<file path="config.mk">
export PLATFORM = sky130hd
export DESIGN_NAME = drv_pwr_seq_flat
export DESIGN_NICKNAME = d
export VERILOG_FILES = /design/src/rtl/drv_pwr_seq_if.sv /design/src/rtl/drv_pwr_seq.sv /design/src/flat_wrapper.sv
export SDC_FILE = /design/constraint.sdc
export NUM_CORES = 1
export LEC_CHECK = 0
export ABC_AREA = 1
export BUFFER_PORTS_ARGS = -buffer_cell sky130_fd_sc_hd__buf_2
export CAP_MARGIN = 5
export CORE_UTILIZATION = 60
export CTS_BUF_LIST = sky130_fd_sc_hd__clkbuf_8 sky130_fd_sc_hd__clkbuf_16
export DETAILED_ROUTE_END_ITERATION = 10
export MAX_ROUTING_LAYER = met4
export PLACE_DENSITY = 0.78
export SYNTH_ARGS = -nofsm -noshare
export SYNTH_HDL_FRONTEND = slang
export SYNTH_SLANG_ARGS = --single-unit
</file>
<file path="constraint.sdc">
create_clock -name SYSCLK -period 2.7 [get_ports SYSCLK]
set_input_delay 0.27 -clock SYSCLK [delete_from_list [all_inputs] [get_ports SYSCLK]]
set_output_delay 0.27 -clock SYSCLK [all_outputs]
set_load 0.02 [all_outputs]
</file>
<file path="src/rtl/drv_pwr_seq_if.sv">
// Drive power-sequencer signal bundle: board-side inputs and per-drive
// power outputs, grouped so the sequencer and its environment share one port.
interface drv_pwr_seq_if #(
  parameter int NUM_DRV = 24
);
  logic               SEQ_EN;
  logic [NUM_DRV-1:0] DRV_PRSNT_N;
  logic [NUM_DRV-1:0] DRV_PG;
  logic [NUM_DRV-1:0] FAULT_CLR;
  logic [NUM_DRV-1:0] DRV_PWREN;
  logic [NUM_DRV-1:0] DRV_PWROK;
  logic [NUM_DRV-1:0] DRV_FAULT;

  // Board / hot-swap side: drives presence, power-good, enable and fault clear.
  modport master (
    output SEQ_EN, DRV_PRSNT_N, DRV_PG, FAULT_CLR,
    input  DRV_PWREN, DRV_PWROK, DRV_FAULT
  );

  // Sequencer side.
  modport slave (
    input  SEQ_EN, DRV_PRSNT_N, DRV_PG, FAULT_CLR,
    output DRV_PWREN, DRV_PWROK, DRV_FAULT
  );
endinterface

</file>
<file path="src/rtl/drv_pwr_seq.sv">
// Per-drive power sequencer: presence debounce, staggered power-enable
// arbitration, power-good timeout check and DRV_PWROK generation.
module drv_pwr_seq #(
  parameter int NUM_DRV        = 24,
  parameter int DEBOUNCE_CYC   = 16,
  parameter int STAGGER_CYC    = 1000,
  parameter int PG_TIMEOUT_CYC = 5000
) (
  input logic          SYSCLK,
  input logic          RESET_N,
  drv_pwr_seq_if.slave bus
);

  localparam int DB_W = $clog2(DEBOUNCE_CYC + 1);
  localparam int ST_W = $clog2(STAGGER_CYC + 1);
  localparam int TO_W = $clog2(PG_TIMEOUT_CYC + 1);

  // Last count value before the threshold: reaching it again means the
  // threshold is hit on this edge.
  localparam logic [DB_W-1:0] DB_LAST = DB_W'(DEBOUNCE_CYC - 1);
  localparam logic [TO_W-1:0] TO_LAST = TO_W'(PG_TIMEOUT_CYC - 1);
  localparam logic [ST_W-1:0] ST_LOAD = ST_W'(STAGGER_CYC);

  typedef enum logic [2:0] {
    ST_OFF,
    ST_WAIT,
    ST_RAMP,
    ST_ON,
    ST_FAULT
  } state_t;

  logic [NUM_DRV-1:0] prs_s1_q, prs_s2_q;
  logic [NUM_DRV-1:0] pg_s1_q, pg_s2_q;
  logic [NUM_DRV-1:0] req;
  logic [NUM_DRV-1:0] gnt;
  logic [ST_W-1:0]    stg_q, stg_d;
  logic               stg_ready;

  // Two-flop synchronizers; presence resets to "absent", power-good to low.
  always_ff @(posedge SYSCLK or negedge RESET_N) begin
    if (!RESET_N) begin
      prs_s1_q <= '1;
      prs_s2_q <= '1;
      pg_s1_q  <= '0;
      pg_s2_q  <= '0;
    end else begin
      prs_s1_q <= bus.DRV_PRSNT_N;
      prs_s2_q <= prs_s1_q;
      pg_s1_q  <= bus.DRV_PG;
      pg_s2_q  <= pg_s1_q;
    end
  end

  // Stagger arbiter: lowest-index requester wins when the timer is ready.
  // Ready is flagged while the timer is at 1 or 0 so that the next grant
  // lands exactly STAGGER_CYC edges after the previous one.
  always_comb begin
    stg_ready = (stg_q <= ST_W'(1));
    gnt       = stg_ready ? (req & (~req + NUM_DRV'(1))) : '0;
    stg_d     = (stg_q != '0) ? (stg_q - ST_W'(1)) : '0;
    if (gnt != '0) begin
      stg_d = ST_LOAD;
    end
  end

  // Stagger timer register; reset leaves it expired.
  always_ff @(posedge SYSCLK or negedge RESET_N) begin
    if (!RESET_N) begin
      stg_q <= '0;
    end else begin
      stg_q <= stg_d;
    end
  end

  for (genvar gi = 0; gi < NUM_DRV; gi++) begin : g_drv
    logic [DB_W-1:0] db_cnt_q, db_cnt_d;
    logic            prs_deb_q, prs_deb_d;
    state_t          state_q, state_d;
    logic [TO_W-1:0] to_cnt_q, to_cnt_d;
    logic            pwren_q, pwren_d;
    logic            pwrok_q, pwrok_d;
    logic            fault_q, fault_d;
    logic            qual;

    // A drive may be powered only while debounced-present and globally enabled.
    assign qual    = ~prs_deb_q & bus.SEQ_EN;
    assign req[gi] = (state_q == ST_WAIT) & qual;

    assign bus.DRV_PWREN[gi] = pwren_q;
    assign bus.DRV_PWROK[gi] = pwrok_q;
    assign bus.DRV_FAULT[gi] = fault_q;

    // Debounce: count consecutive cycles the synchronized level disagrees
    // with the accepted level; accept it when the count hits DEBOUNCE_CYC.
    always_comb begin
      db_cnt_d  = '0;
      prs_deb_d = prs_deb_q;
      if (prs_s2_q[gi] != prs_deb_q) begin
        if (db_cnt_q >= DB_LAST) begin
          prs_deb_d = prs_s2_q[gi];
        end else begin
          db_cnt_d = db_cnt_q + DB_W'(1);
        end
      end
    end

    // Drive FSM next state; outputs are decoded from the next state so they
    // are registered and valid from the first cycle of each state.
    always_comb begin
      state_d  = state_q;
      to_cnt_d = to_cnt_q;
      case (state_q)
        ST_OFF: begin
          if (qual) state_d = ST_WAIT;
        end
        ST_WAIT: begin
          if (!qual) begin
            state_d = ST_OFF;
          end else if (gnt[gi]) begin
            state_d  = ST_RAMP;
            to_cnt_d = '0;
          end
        end
        ST_RAMP: begin
          // Removal beats power-good, power-good beats timeout.
          if (!qual) begin
            state_d = ST_OFF;
          end else if (pg_s2_q[gi]) begin
            state_d = ST_ON;
          end else if (to_cnt_q >= TO_LAST) begin
            state_d = ST_FAULT;
          end else begin
            to_cnt_d = to_cnt_q + TO_W'(1);
          end
        end
        ST_ON: begin
          if (!qual) begin
            state_d = ST_OFF;
          end else if (!pg_s2_q[gi]) begin
            state_d = ST_FAULT;
          end
        end
        ST_FAULT: begin
          // Sticky: only an explicit clear leaves, presence/enable ignored.
          if (bus.FAULT_CLR[gi]) state_d = ST_OFF;
        end
        default: state_d = ST_OFF;
      endcase
      pwren_d = (state_d == ST_RAMP) || (state_d == ST_ON);
      pwrok_d = (state_d == ST_ON);
      fault_d = (state_d == ST_FAULT);
    end

    // Per-drive state, counters and registered outputs.
    always_ff @(posedge SYSCLK or negedge RESET_N) begin
      if (!RESET_N) begin
        db_cnt_q  <= '0;
        prs_deb_q <= 1'b1;
        state_q   <= ST_OFF;
        to_cnt_q  <= '0;
        pwren_q   <= 1'b0;
        pwrok_q   <= 1'b0;
        fault_q   <= 1'b0;
      end else begin
        db_cnt_q  <= db_cnt_d;
        prs_deb_q <= prs_deb_d;
        state_q   <= state_d;
        to_cnt_q  <= to_cnt_d;
        pwren_q   <= pwren_d;
        pwrok_q   <= pwrok_d;
        fault_q   <= fault_d;
      end
    end
  end

endmodule

</file>
<file path="src/flat_wrapper.sv">
// flat-port wrapper written by rule: the top's interface ports become plain ports
module drv_pwr_seq_flat 
#(
  parameter int NUM_DRV        = 24,
  parameter int DEBOUNCE_CYC   = 16,
  parameter int STAGGER_CYC    = 1000,
  parameter int PG_TIMEOUT_CYC = 5000
)
  (SYSCLK, RESET_N, bus_SEQ_EN, bus_DRV_PRSNT_N, bus_DRV_PG, bus_FAULT_CLR, bus_DRV_PWREN, bus_DRV_PWROK, bus_DRV_FAULT);
  drv_pwr_seq_if #(.NUM_DRV(NUM_DRV)) bus_i ();
  input logic SYSCLK;
  input logic RESET_N;
  input wire logic [$bits(bus_i.SEQ_EN)-1:0] bus_SEQ_EN;
  input wire logic [$bits(bus_i.DRV_PRSNT_N)-1:0] bus_DRV_PRSNT_N;
  input wire logic [$bits(bus_i.DRV_PG)-1:0] bus_DRV_PG;
  input wire logic [$bits(bus_i.FAULT_CLR)-1:0] bus_FAULT_CLR;
  output wire logic [$bits(bus_i.DRV_PWREN)-1:0] bus_DRV_PWREN;
  output wire logic [$bits(bus_i.DRV_PWROK)-1:0] bus_DRV_PWROK;
  output wire logic [$bits(bus_i.DRV_FAULT)-1:0] bus_DRV_FAULT;
  assign bus_i.SEQ_EN = bus_SEQ_EN;
  assign bus_i.DRV_PRSNT_N = bus_DRV_PRSNT_N;
  assign bus_i.DRV_PG = bus_DRV_PG;
  assign bus_i.FAULT_CLR = bus_FAULT_CLR;
  assign bus_DRV_PWREN = bus_i.DRV_PWREN;
  assign bus_DRV_PWROK = bus_i.DRV_PWROK;
  assign bus_DRV_FAULT = bus_i.DRV_FAULT;
  drv_pwr_seq #(.NUM_DRV(NUM_DRV), .DEBOUNCE_CYC(DEBOUNCE_CYC), .STAGGER_CYC(STAGGER_CYC), .PG_TIMEOUT_CYC(PG_TIMEOUT_CYC)) u_core (.SYSCLK(SYSCLK), .RESET_N(RESET_N), .bus(bus_i));
endmodule
</file>
# Yosys cells after proc, flatten, opt, wreduce, memory -nomap -nowiden
# Cells that the tools add are included.
[word_totals]
in_bits = 75
out_inout_bits = 72
reg_bits = 706
word_cells = 1215
[classes]
n_lt_le_gt_ge = 49
n_mux = 435
n_addsub = 50
n_bitwise = 74
reduce_logical = 122
n_eq_ne = 312
[ops]
columns = ["op", "n"]
rows = [
  ["$mux W13", 120],
  ["$mux W3", 216],
  ["$pmux W13 S2", 24],
  ["$pmux W3 S5", 24],
  ["$add A13 B1 Y13 const B", 24],
  ["$ge A13 B13 Y1 const B", 24],
  ["$eq A3 B2 Y1 const B", 96],
  ["$mux W5", 48],
  ["$eq A3 B3 Y1 const B", 48],
  ["$ne A2 B1 Y1 const B", 72],
  ["$reduce_and A6 Y1", 24],
  ["$add A5 B1 Y5 const B", 24],
  ["$ge A5 B4 Y1 const B", 24],
  ["$ne A2 B2 Y1 const B", 48],
  ["$eq A3 B1 Y1 const B", 24],
  ["$logic_not A3 Y1", 24],
  ["$and A1 B1 Y1", 48],
  ["$reduce_and A2 Y1", 24],
  ["$reduce_bool A2 Y1", 24],
  ["$add A24 B1 Y24 const B", 1],
  ["$and A24 B24 Y24", 1],
  ["$logic_or A1 B1 Y1", 24],
  ["$mux W24", 1],
  ["$ne A1 B1 Y1", 24],
  ["other kinds (7)", 31],
]

# Logic depth before layout (Yosys ltp)
# Gate-level depths: netlist (run 1).
[depth]
depth_word = 12
depth_mapped = 16
mapped_depth_nobuf = 15

# Least setup slack after synthesis (run 1)
# Ideal clock, no wire load.
[synth_path]
path_kind = "register to register"
startpoint = "register u_core.stg_q[0]"
endpoint = "register u_core.g_drv[2].to_cnt_q[7]"
path_buffers = 2
arrival_time_ns = 2.029
stages_incl_launch_ff = 12
slack_ns = 0.545
setup_time_ns = 0.126
t_required_ns = 2.574
path_cell_list = "dfrtp_1 -> inv_1 -> ha_1 -> nor2_1 -> nor3_2 -> buf_4 -> nand3_1 -> o31ai_1 -> nand2_2 -> buf_2 -> nor4_1 -> nor2_1"
[synth_between]
elab_chain_cells = 4
[synth_rtl]
columns = ["element", "line", "rtl"]
rows = [
  ["from (decl)", "drv_pwr_seq.sv:36", "logic [ST_W-1:0] stg_q, stg_d;"],
  ["from (signal assigned)", "drv_pwr_seq.sv:71", "stg_q <= stg_d;"],
  ["$le A10 B1 Y1", "drv_pwr_seq.sv:58", "stg_ready = (stg_q <= ST_W'(1));"],
  ["$mux W24", "drv_pwr_seq.sv:59", "gnt = stg_ready ? (req & (~req + NUM_DRV'(1))) : '0;"],
  ["$ne A2 B1 Y1 (no line)", "-", ""],
  ["$reduce_and A6 Y1 (no line)", "-", ""],
  ["to (signal assigned)", "drv_pwr_seq.sv:168", "to_cnt_q <= to_cnt_d;"],
  ["to (decl)", "drv_pwr_seq.sv:79", "logic [TO_W-1:0] to_cnt_q, to_cnt_d;"],
]
# Every way passes these cells.
# A chain may end at the register's enable or synchronous reset.

# Final worst setup path (run 1)
[layout_path]
startpoint = "register u_core.stg_q[4]"
endpoint = "register u_core.g_drv[7].to_cnt_q[5]"
[layout_between]
elab_chain_cells = 4
[layout_rtl]
columns = ["element", "line"]
rows = [
  ["$le A10 B1 Y1", "drv_pwr_seq.sv:58"],
  ["$mux W24", "drv_pwr_seq.sv:59"],
  ["$ne A2 B1 Y1 (no line)", "-"],
  ["$reduce_and A6 Y1 (no line)", "-"],
  ["to (signal assigned)", "drv_pwr_seq.sv:168"],
  ["to (decl)", "drv_pwr_seq.sv:79"],
]
# Every way passes these cells.

==> summary.md, run 1 <==
| Metric | Value |
|---|---|
| Drt drc | 0 |
| CTS buffer count | 76 |
| Reg with most FFs | u_core.g_drv.to_cnt_q |
| Initial antenna violation count | 1 |
| Routed WL | approximately 82000 um |
| Peak supply drop | approximately 530 uV |
| Ys async rst share | 100% |
| Pwr dens | roughly 570 mW/mm^2 |
| HP Class | in2reg |
| Non-filler cells in the finished layout | between 5000 and 6000 |
| Startpoint types | flip-flop |
| Final Net Count | approximately 4800 |
| Dominant synthesized flop cell | dfrtp_1 |
| Critical path class | reg2reg |
| Vias | ~30000 |
| PortBufs | between 100 and 150 |
| Starting density of the core | between 60% and 70% |
| Met3 usage | around 3.9% |
| Largest net degree at the start of global routing | 80 |
| Via-to-Cell Ratio | 5.51 |
| Num rows | 89 |
| Register area share after synthesis | 48.7% |
| Tot GR Track Use | between 20 and 30% |
| Global route hottest layer | met2 |
| Clk root buf | clkbuf_16 |
| Max reg flops | around 310 |
| Total power | between 20000 and 25000 uW |
| Hold_ws | around 0.022 ns |
| Gr ovfl total | 0 |
| Met2 usage | a little over two fifths |
| First-pass GRT wire length | ~140000 um |
| Top Registers | u_core.g_drv.to_cnt_q (312), u_core.g_drv.db_cnt_q (120), u_core.g_drv.state_q (72) |
| DP Cell Count | 5311 |
| Drt pass-1 iters | 6 |
| Fin. Hold Viols | 0 |
| CP Cell Sequence | nor2_1 -> nand2_1 -> nor2_1 -> nand2_1 -> nor3_2 -> nand2_1 -> nand2_1 -> nand2_1 -> buf_4 -> o21ai_0 -> nand2_1 -> nor2_1 |
| Die H | roughly 250 um |
| Vias in the first global route | about 29000 |
| Clock sinks | just over 700 |
| Worst-path clk slew | ~0.060 ns |
| Worst-margin pin slew | about 0.7 ns |
| Mapped cell area | around 0.036 sq mm |
| H-tree depth | 3 |
| WP data required | 3.24 ns |
| Clock Skew | roughly 0.023 ns |
| Arrival @ worst endpoint | about 3.1 ns |
| Most frequent cells in the layout | nand2_1 (827), dfrtp_1 (634), nor2_1 (538) |
| Commonest non-fill, non-tap cell in the layout | nand2_1 |
| DRT iter0 DRCs | 2493 |
| Synth Instances | roughly 4400 |
| Area of the die | just over 0.06 sq mm |
| Grt met1 use | between 30% and 40% |
| Core Region | roughly 0.060 sq mm |
| Syn. warnings | 0 |
| Share of cells above drive strength 1 | about an eighth |
| Crit path max-delay family | simple AND/OR/NAND/NOR gates |
| CTS tree | done |
| Synthesized Nets | approximately 4500 |
| Synthesized flop and latch total | ~710 |
| Minimum clock period | between 2 and 3 ns |
| Clock Tree Buf Depth | 3 |
| Worst path max stage delay | roughly 0.48 ns |
| Slowest-stage cell, CP | nor3_2 |
| Final ANT Viol Nets | 0 |
| Crit-path most repeated cell | nand2_1 |
| Final Max Slew Viols | 0 |
| Tcrit/Tclk final | a little over nine tenths |
| Skew-Pair Late Insertion Delay | a little over 0.6 ns |
| Buf/Inv on CP | 1 |
| CP Capture Type | flip-flop |
| Netlist cell types | 58 |
| Hpwl dp | approximately 60000 um |
| Die W | 249 um |
| Placer congestion estimate | 0.967 |
| Max-cap violations | 0 |
| RSZ-0062 raised after global routing | yes |
| IO Pins | 147 |
| Setup-failing EPs final | 0 |
| Drt wl/cell | between 10 and 15 um |
| EDFF count, synth | 0 |
| Rel. slew slack | 53.0% |
| Leak | 0.0196 uW |
| Max FO, Critical Path | 9 |
| Syn avg cell area | around 8.3 sq um |
| Max frequency | about 380 MHz |
| Area Overhead vs Synth | 14.4% |
| Final Util | 70.0% |
| Outcome | finished, final reports clean |
[cell type report]
type / instances / area [sq um]
fillers: 4564 / 17900
flip-flops and latches: 706 / 17800
clock inverters: 51 / 488
repair buffers: 335 / 2470
clock buffers: 89 / 2140
inverters: 515 / 1940
well taps: 773 / 967
multi-input cells: 3052 / 16000
diodes: 1 / 2.50
[cells in the mapped netlist (5+ instances only)]
| cell | instances | share of area, % |
|---|---|---|
| nor3_1 | 177 | 2.4 |
| nand3_1 | 375 | 5.1 |
| nor4_1 | 29 | 0.50 |
| xor2_1 | 117 | 2.8 |
| and3_1 | 6 | 0.10 |
| nand4_1 | 109 | 1.9 |
| nor2_2 | 14 | 0.24 |
| a211oi_1 | 27 | 0.56 |
| clkbuf_1 | 15 | 0.15 |
| inv_1 | 498 | 5.1 |
| o2111ai_1 | 8 | 0.19 |
| inv_2 | 12 | 0.12 |
| nand2_1 | 828 | 8.5 |
| nand2_2 | 14 | 0.24 |
| dfrtp_1 | 634 | 44 |
| nor2_4 | 11 | 0.34 |
| a22oi_1 | 10 | 0.21 |
| o21ai_0 | 225 | 3.1 |
| o21ai_1 | 70 | 0.96 |
| xnor2_1 | 35 | 0.84 |
| nor2_1 | 542 | 5.6 |
| or2_2 | 26 | 0.45 |
| a31oi_1 | 15 | 0.26 |
| nand3_2 | 8 | 0.22 |
| o211ai_1 | 10 | 0.21 |
| o22a_1 | 14 | 0.34 |
| dfstp_2 | 72 | 5.2 |
| o31ai_1 | 45 | 0.93 |
| a21oi_1 | 101 | 1.4 |
| ha_1 | 75 | 2.6 |
| mux2_2 | 19 | 0.59 |
| a21boi_0 | 9 | 0.19 |
| nor3b_1 | 27 | 0.56 |
| o21a_1 | 26 | 0.54 |
| o22ai_1 | 5 | 0.086 |
| buf_4 | 82 | 1.7 |
| nand3b_1 | 28 | 0.58 |
| buf_2 | 20 | 0.27 |
| nor4b_1 | 23 | 0.55 |
[final timing paths]
check	from	to	slack [ns]	cells past startpoint
setup / recovery	u_core.stg_q[4]	u_core.g_drv[7].to_cnt_q[5]	0.09	12
hold / removal	bus_FAULT_CLR[23]	u_core.g_drv[23].state_q[2]	0.02	3
setup reg to reg	u_core.stg_q[4]	u_core.g_drv[7].to_cnt_q[5]	0.09	12
hold reg to reg	u_core.pg_s1_q[16]	u_core.pg_s2_q[16]	0.34	0
max in group asynchronous	RESET_N	u_core.g_drv[8].prs_deb_q	1.61	3
min in group asynchronous	RESET_N	u_core.g_drv[5].pwrok_q	0.24	2
[through the flow]
stage / TNS (ns) / worst slack (ns) / area [sq um]
floorplan: 0 / 0.545 / 36500
global placement: 0 / 0.110 / 38300
detailed placement: 0 / 0.0395 / 38300
CTS: 0 / 0.0795 / 41700
global route: -0.109 / -0.0413 / 41700
finish: 0 / 0.0925 / 41700
[per-layer routing]
metal	up-vias	wire, um
met5	-	0
met3	175	4030
met1	14328	37900
met4	0	2230
li1	15139	-
met2	777	38300
[worst register-to-register path, cell delays in order (launching register included)]
cell and delay (ns):
dfrtp_1 0.40, nor2_1 0.19, nand2_1 0.15, nor2_1 0.17, nand2_1 0.26, nor3_2 0.48
nand2_1 0.18, nand2_1 0.09, nand2_1 0.10, buf_4 0.18, o21ai_0 0.17, nand2_1 0.08
nor2_1 0.08
[cells by family (layout without fill, tap and decap cells)]
family | Yosys count | in the layout | synth area share [%]
compound gates | 581 | 581 | 9.28
xor+xnor | 152 | 152 | 3.65
fa+ha+maj | 75 | 75 | 2.57
buf+inv | 639 | 990 | 7.66
flops | 706 | 706 | 48.7
mux | 20 | 20 | 0.614
other cells | 0 | 1 | 0
simple gates | 2224 | 2224 | 27.5
[where the power goes]
part	internal [uW]	total, uW	switching, uW
logic	629	1880	1250
registers	10900	11200	269
clock network	6510	10800	4310
[repair_timing]
action	4_1_cts	5_1_grt
hold buffers	70	0
hold endpoints to repair	124	0
setup buffers	0	0
setup endpoints to repair	0	105
resized for setup	0	12
Power figures use the tool's default switching activity.
==> run 2: changes to the inputs <==
--- a/config.mk
+++ b/config.mk
@@ -8,11 +8,10 @@
 export ABC_AREA = 1
 export BUFFER_PORTS_ARGS = -buffer_cell sky130_fd_sc_hd__buf_2
 export CAP_MARGIN = 5
-export CORE_UTILIZATION = 60
+export CORE_UTILIZATION = 45
 export CTS_BUF_LIST = sky130_fd_sc_hd__clkbuf_8 sky130_fd_sc_hd__clkbuf_16
 export DETAILED_ROUTE_END_ITERATION = 10
 export MAX_ROUTING_LAYER = met4
-export PLACE_DENSITY = 0.78
 export SYNTH_ARGS = -nofsm -noshare
 export SYNTH_HDL_FRONTEND = slang
 export SYNTH_SLANG_ARGS = --single-unit
==> constraint.sdc (replaced) <==
create_clock -name SYSCLK -period 2.7 [get_ports SYSCLK]
set_input_delay 0.27 -clock SYSCLK [delete_from_list [all_inputs] [get_ports SYSCLK]]
set_output_delay 0.27 -clock SYSCLK [all_outputs]
set_load 0.1 [all_outputs]
==> run 2 against run 1 <==
Core utilization shrank 17 points. Non-clock buffer count grew 26. Wire length grew 3.0%. Die area grew 33%. Largest cell class unchanged.
==> summary.md, run 2 (same netlist as run 1, synthesis figures left out) <==
| Metric | Value |
|---|---|
| Outcome | finished, final reports clean (unchanged) |
| Clock Skew | 0.0215 ns (was 0.0226 ns) |
| Skew-Pair Late Insertion Delay | 0.64 ns (was 0.62 ns) |
| Core Region | 0.0803 sq mm (was 0.0596 sq mm) |
| Startpoint types | flip-flop (unchanged) |
| PortBufs | 146 (unchanged) |
| Area of the die | 0.0822 sq mm (was 0.0618 sq mm) |
| Arrival @ worst endpoint | 3.07 ns (was 3.14 ns) |
| Critical path class | reg2reg (unchanged) |
| Clock sinks | 706 (unchanged) |
| Die H | 287 um (was 249 um) |
| CTS tree | done (unchanged) |
| Fin. Hold Viols | 0 (unchanged) |
| RSZ-0062 raised after global routing | yes (unchanged) |
| Tot GR Track Use | 21.4% (was 27.8%) |
| Initial antenna violation count | 4 (was 1) |
| Peak supply drop | 478 uV (was 526 uV) |
| DRT iter0 DRCs | 1894 (was 2493) |
| Commonest non-fill, non-tap cell in the layout | nand2_1 (unchanged) |
| Vias in the first global route | 28413 (was 28678) |
| Worst-path clk slew | 0.06 ns (about the same) |
| HP Class | in2async (was in2reg) |
| Placed Area | 0.0389 sq mm (was 0.0383 sq mm) |
| Leak | 0.0198 uW (was 0.0196 uW) |
| Minimum clock period | 2.56 ns (was 2.61 ns) |
| Hold_ws | 0.232 ns (was 0.0220 ns) |
| Worst setup startpoint | u_core.g_drv[0].state_q[1] (was u_core.stg_q[4]) |
| First-pass GRT wire length | 141000 um (was 139000 um) |
| Top Registers | u_core.g_drv.to_cnt_q (312), u_core.g_drv.db_cnt_q (120), u_core.g_drv.state_q (72) (unchanged) |
| Rel. slew slack | 56.1% (was 53.0%) |
| H-tree depth | 3 (unchanged) |
| Max reg flops | 312 (unchanged) |
| Area Overhead vs Synth | 16.4% (was 14.4%) |
| Max FO, Critical Path | 6 (was 9) |
| # fillers | 7469 (was 4564) |
| Final Max Slew Viols | 0 (unchanged) |
| Starting density of the core | 45.4% (was 61.2%) |
| Drt drc | 0 (unchanged) |
| Final Net Count | 4868 (was 4836) |
| Share of cells above drive strength 1 | 12.8% (was 12.3%) |
| Worst-margin pin slew | 0.654 ns (was 0.698 ns) |
| CP Capture Type | flip-flop (unchanged) |
| Setup-failing EPs final | 0 (unchanged) |
| Reg2reg path depth | 14 (was 12) |
| CTS buffer count | 81 (was 76) |
| Reg with most FFs | u_core.g_drv.to_cnt_q (unchanged) |
| IO Pins | 147 (unchanged) |
| Pwr dens | 572 mW/mm^2 (was 573 mW/mm^2) |
| Clk root buf | clkbuf_16 (unchanged) |
| Hpwl dp | 61800 um (was 59200 um) |
| Drt pass-1 iters | 8 (was 6) |
| Die W | 287 um (was 249 um) |
| Drt wl/cell | 14.5 um (was 14.9 um) |
| Tcrit/Tclk final | 94.6% (was 96.6%) |
| Placer congestion estimate | 0.929 (was 0.967) |
| Final ANT Viol Nets | 0 (unchanged) |
| Register area | 0.0178 sq mm (unchanged) |
| Multi-input gate area | 0.0160 sq mm (about the same) |
| Num rows | 104 (was 89) |
| Most frequent cells in the layout | nand2_1 (825), dfrtp_1 (634), nor2_1 (541) (was nand2_1 (827), dfrtp_1 (634), nor2_1 (538)) |
| Crit path to | u_core.stg_q[3] (was u_core.g_drv[7].to_cnt_q[5]) |
| Clock Tree Buf Depth | 3 (unchanged) |
| Max-cap violations | 0 (unchanged) |
| Vias | 30057 (was 30419) |
| Final instance area | 0.0425 sq mm (was 0.0417 sq mm) |
| Reg2Reg Capture Point | u_core.stg_q[3] (was u_core.g_drv[7].to_cnt_q[5]) |
| Routed WL | 85000 um (was 82500 um) |
| Gr ovfl total | 0 (unchanged) |
| R2R setup slack | 0.14 ns (was 0.09 ns) |
| Largest net degree at the start of global routing | 77 (was 80) |
| WP data required | 3.21 ns (was 3.24 ns) |
| Via-to-Cell Ratio | 5.14 (was 5.51) |
| Max frequency | 391 MHz (was 384 MHz) |
| Diodes inserted | 0 (was 1) |
| Reg2reg start | u_core.g_drv[0].state_q[1] (was u_core.stg_q[4]) |
==> run 2: changes by cell type in the layout (fill, tap and decap cells not counted), sizes merged <==
cell and change:
buf +23, inv +13, clkbuf +5, clkinv -5
dlygate4sd3 +3, bufinv -2, diode -1, nand2 +1
==> run 2: stage by stage <==
stage | util, % | TNS, ns | std cells | total power [uW] | setup slack (ns)
3_5_place_dp | 48.4 | -2.42 | 5619 | 13200 | -0.139
5_1_grt | 52.9 | -0.157 | 5846 | 25400 | -0.0378
3_3_place_gp | 48.4 | -1.36 | 5619 | 13200 | -0.119
2_1_floorplan | - | 0 | 4397 | 12400 | 0.545
6_report | 52.9 | 0 | 5846 | 24300 | 0.145
4_1_cts | 52.8 | 0 | 5843 | 24700 | 0.0523
==> run 2: worst max-delay path, cell delays in order (launching register included) <==
cell,delay (ns)
dfrtp_1,0.39
inv_1,0.10
nand3_1,0.18
nor2_1,0.37
buf_4,0.19
nor2_1,0.05
nand2_1,0.16
nor2_1,0.10
buf_4,0.14
nand3b_1,0.07
nand2_1,0.08
nor2_1,0.14
nand3_2,0.18
nor2_4,0.22
nand2_1,0.07
==> run 2: how the worst min path moves through the flow <==
| stage | startpoint | endpoint | slack, ns | cells after the start |
|---|---|---|---|---|
| 2_1_floorplan | RESET_N | u_core.g_drv[0].db_cnt_q[0] | -0.03 | 0 |
| 4_1_cts | RESET_N | u_core.g_drv[5].state_q[2] | 0.22 | 2 |
| 3_3_place_gp | RESET_N | u_core.g_drv[5].state_q[2] | 0.32 | 1 |
| 6_report | RESET_N | u_core.g_drv[5].state_q[2] | 0.23 | 2 |
| 5_1_grt | bus_DRV_PG[6] | u_core.pg_s1_q[6] | 0.25 | 2 |
| 3_5_place_dp | RESET_N | u_core.g_drv[5].state_q[2] | 0.32 | 1 |
==> run 2: what timing repair did <==
item	4_1_cts	5_1_grt
pin swaps	0	4
gates resized for setup	1	14
setup endpoints to repair	2	70
cloned	0	1
hold buffers	73	0
hold endpoints to repair	119	0
buffers inserted	0	2
==> run 2: metal layers <==
metal  vias to the layer above  part of all wire (%)  track usage [%]
li1                      15217                     -                -
met1                     14162                    48             29.7
met2                       559                    46             33.1
met3                       119                   4.1             2.60
met4                         0                   1.9             6.11
met5                         -                     0                -
==> run 2: cell type report <==
| class | instances | area share [%] |
|---|---|---|
| flip-flops and latches | 706 | 41.8 |
| repair buffers | 361 | 6.39 |
| multi-input cells | 3053 | 37.6 |
| clock inverters | 57 | 1.25 |
| inverters | 515 | 4.57 |
| well taps | 1060 | 3.12 |
| clock buffers | 94 | 5.20 |
==> run 2: power by group <==
part / internal, uW / switching [uW] / total (uW)
clock network: 6560 / 4590 / 11200
logic: 678 / 1270 / 1950
registers: 10900 / 265 / 11200
total: 18200 / 6130 / 24300
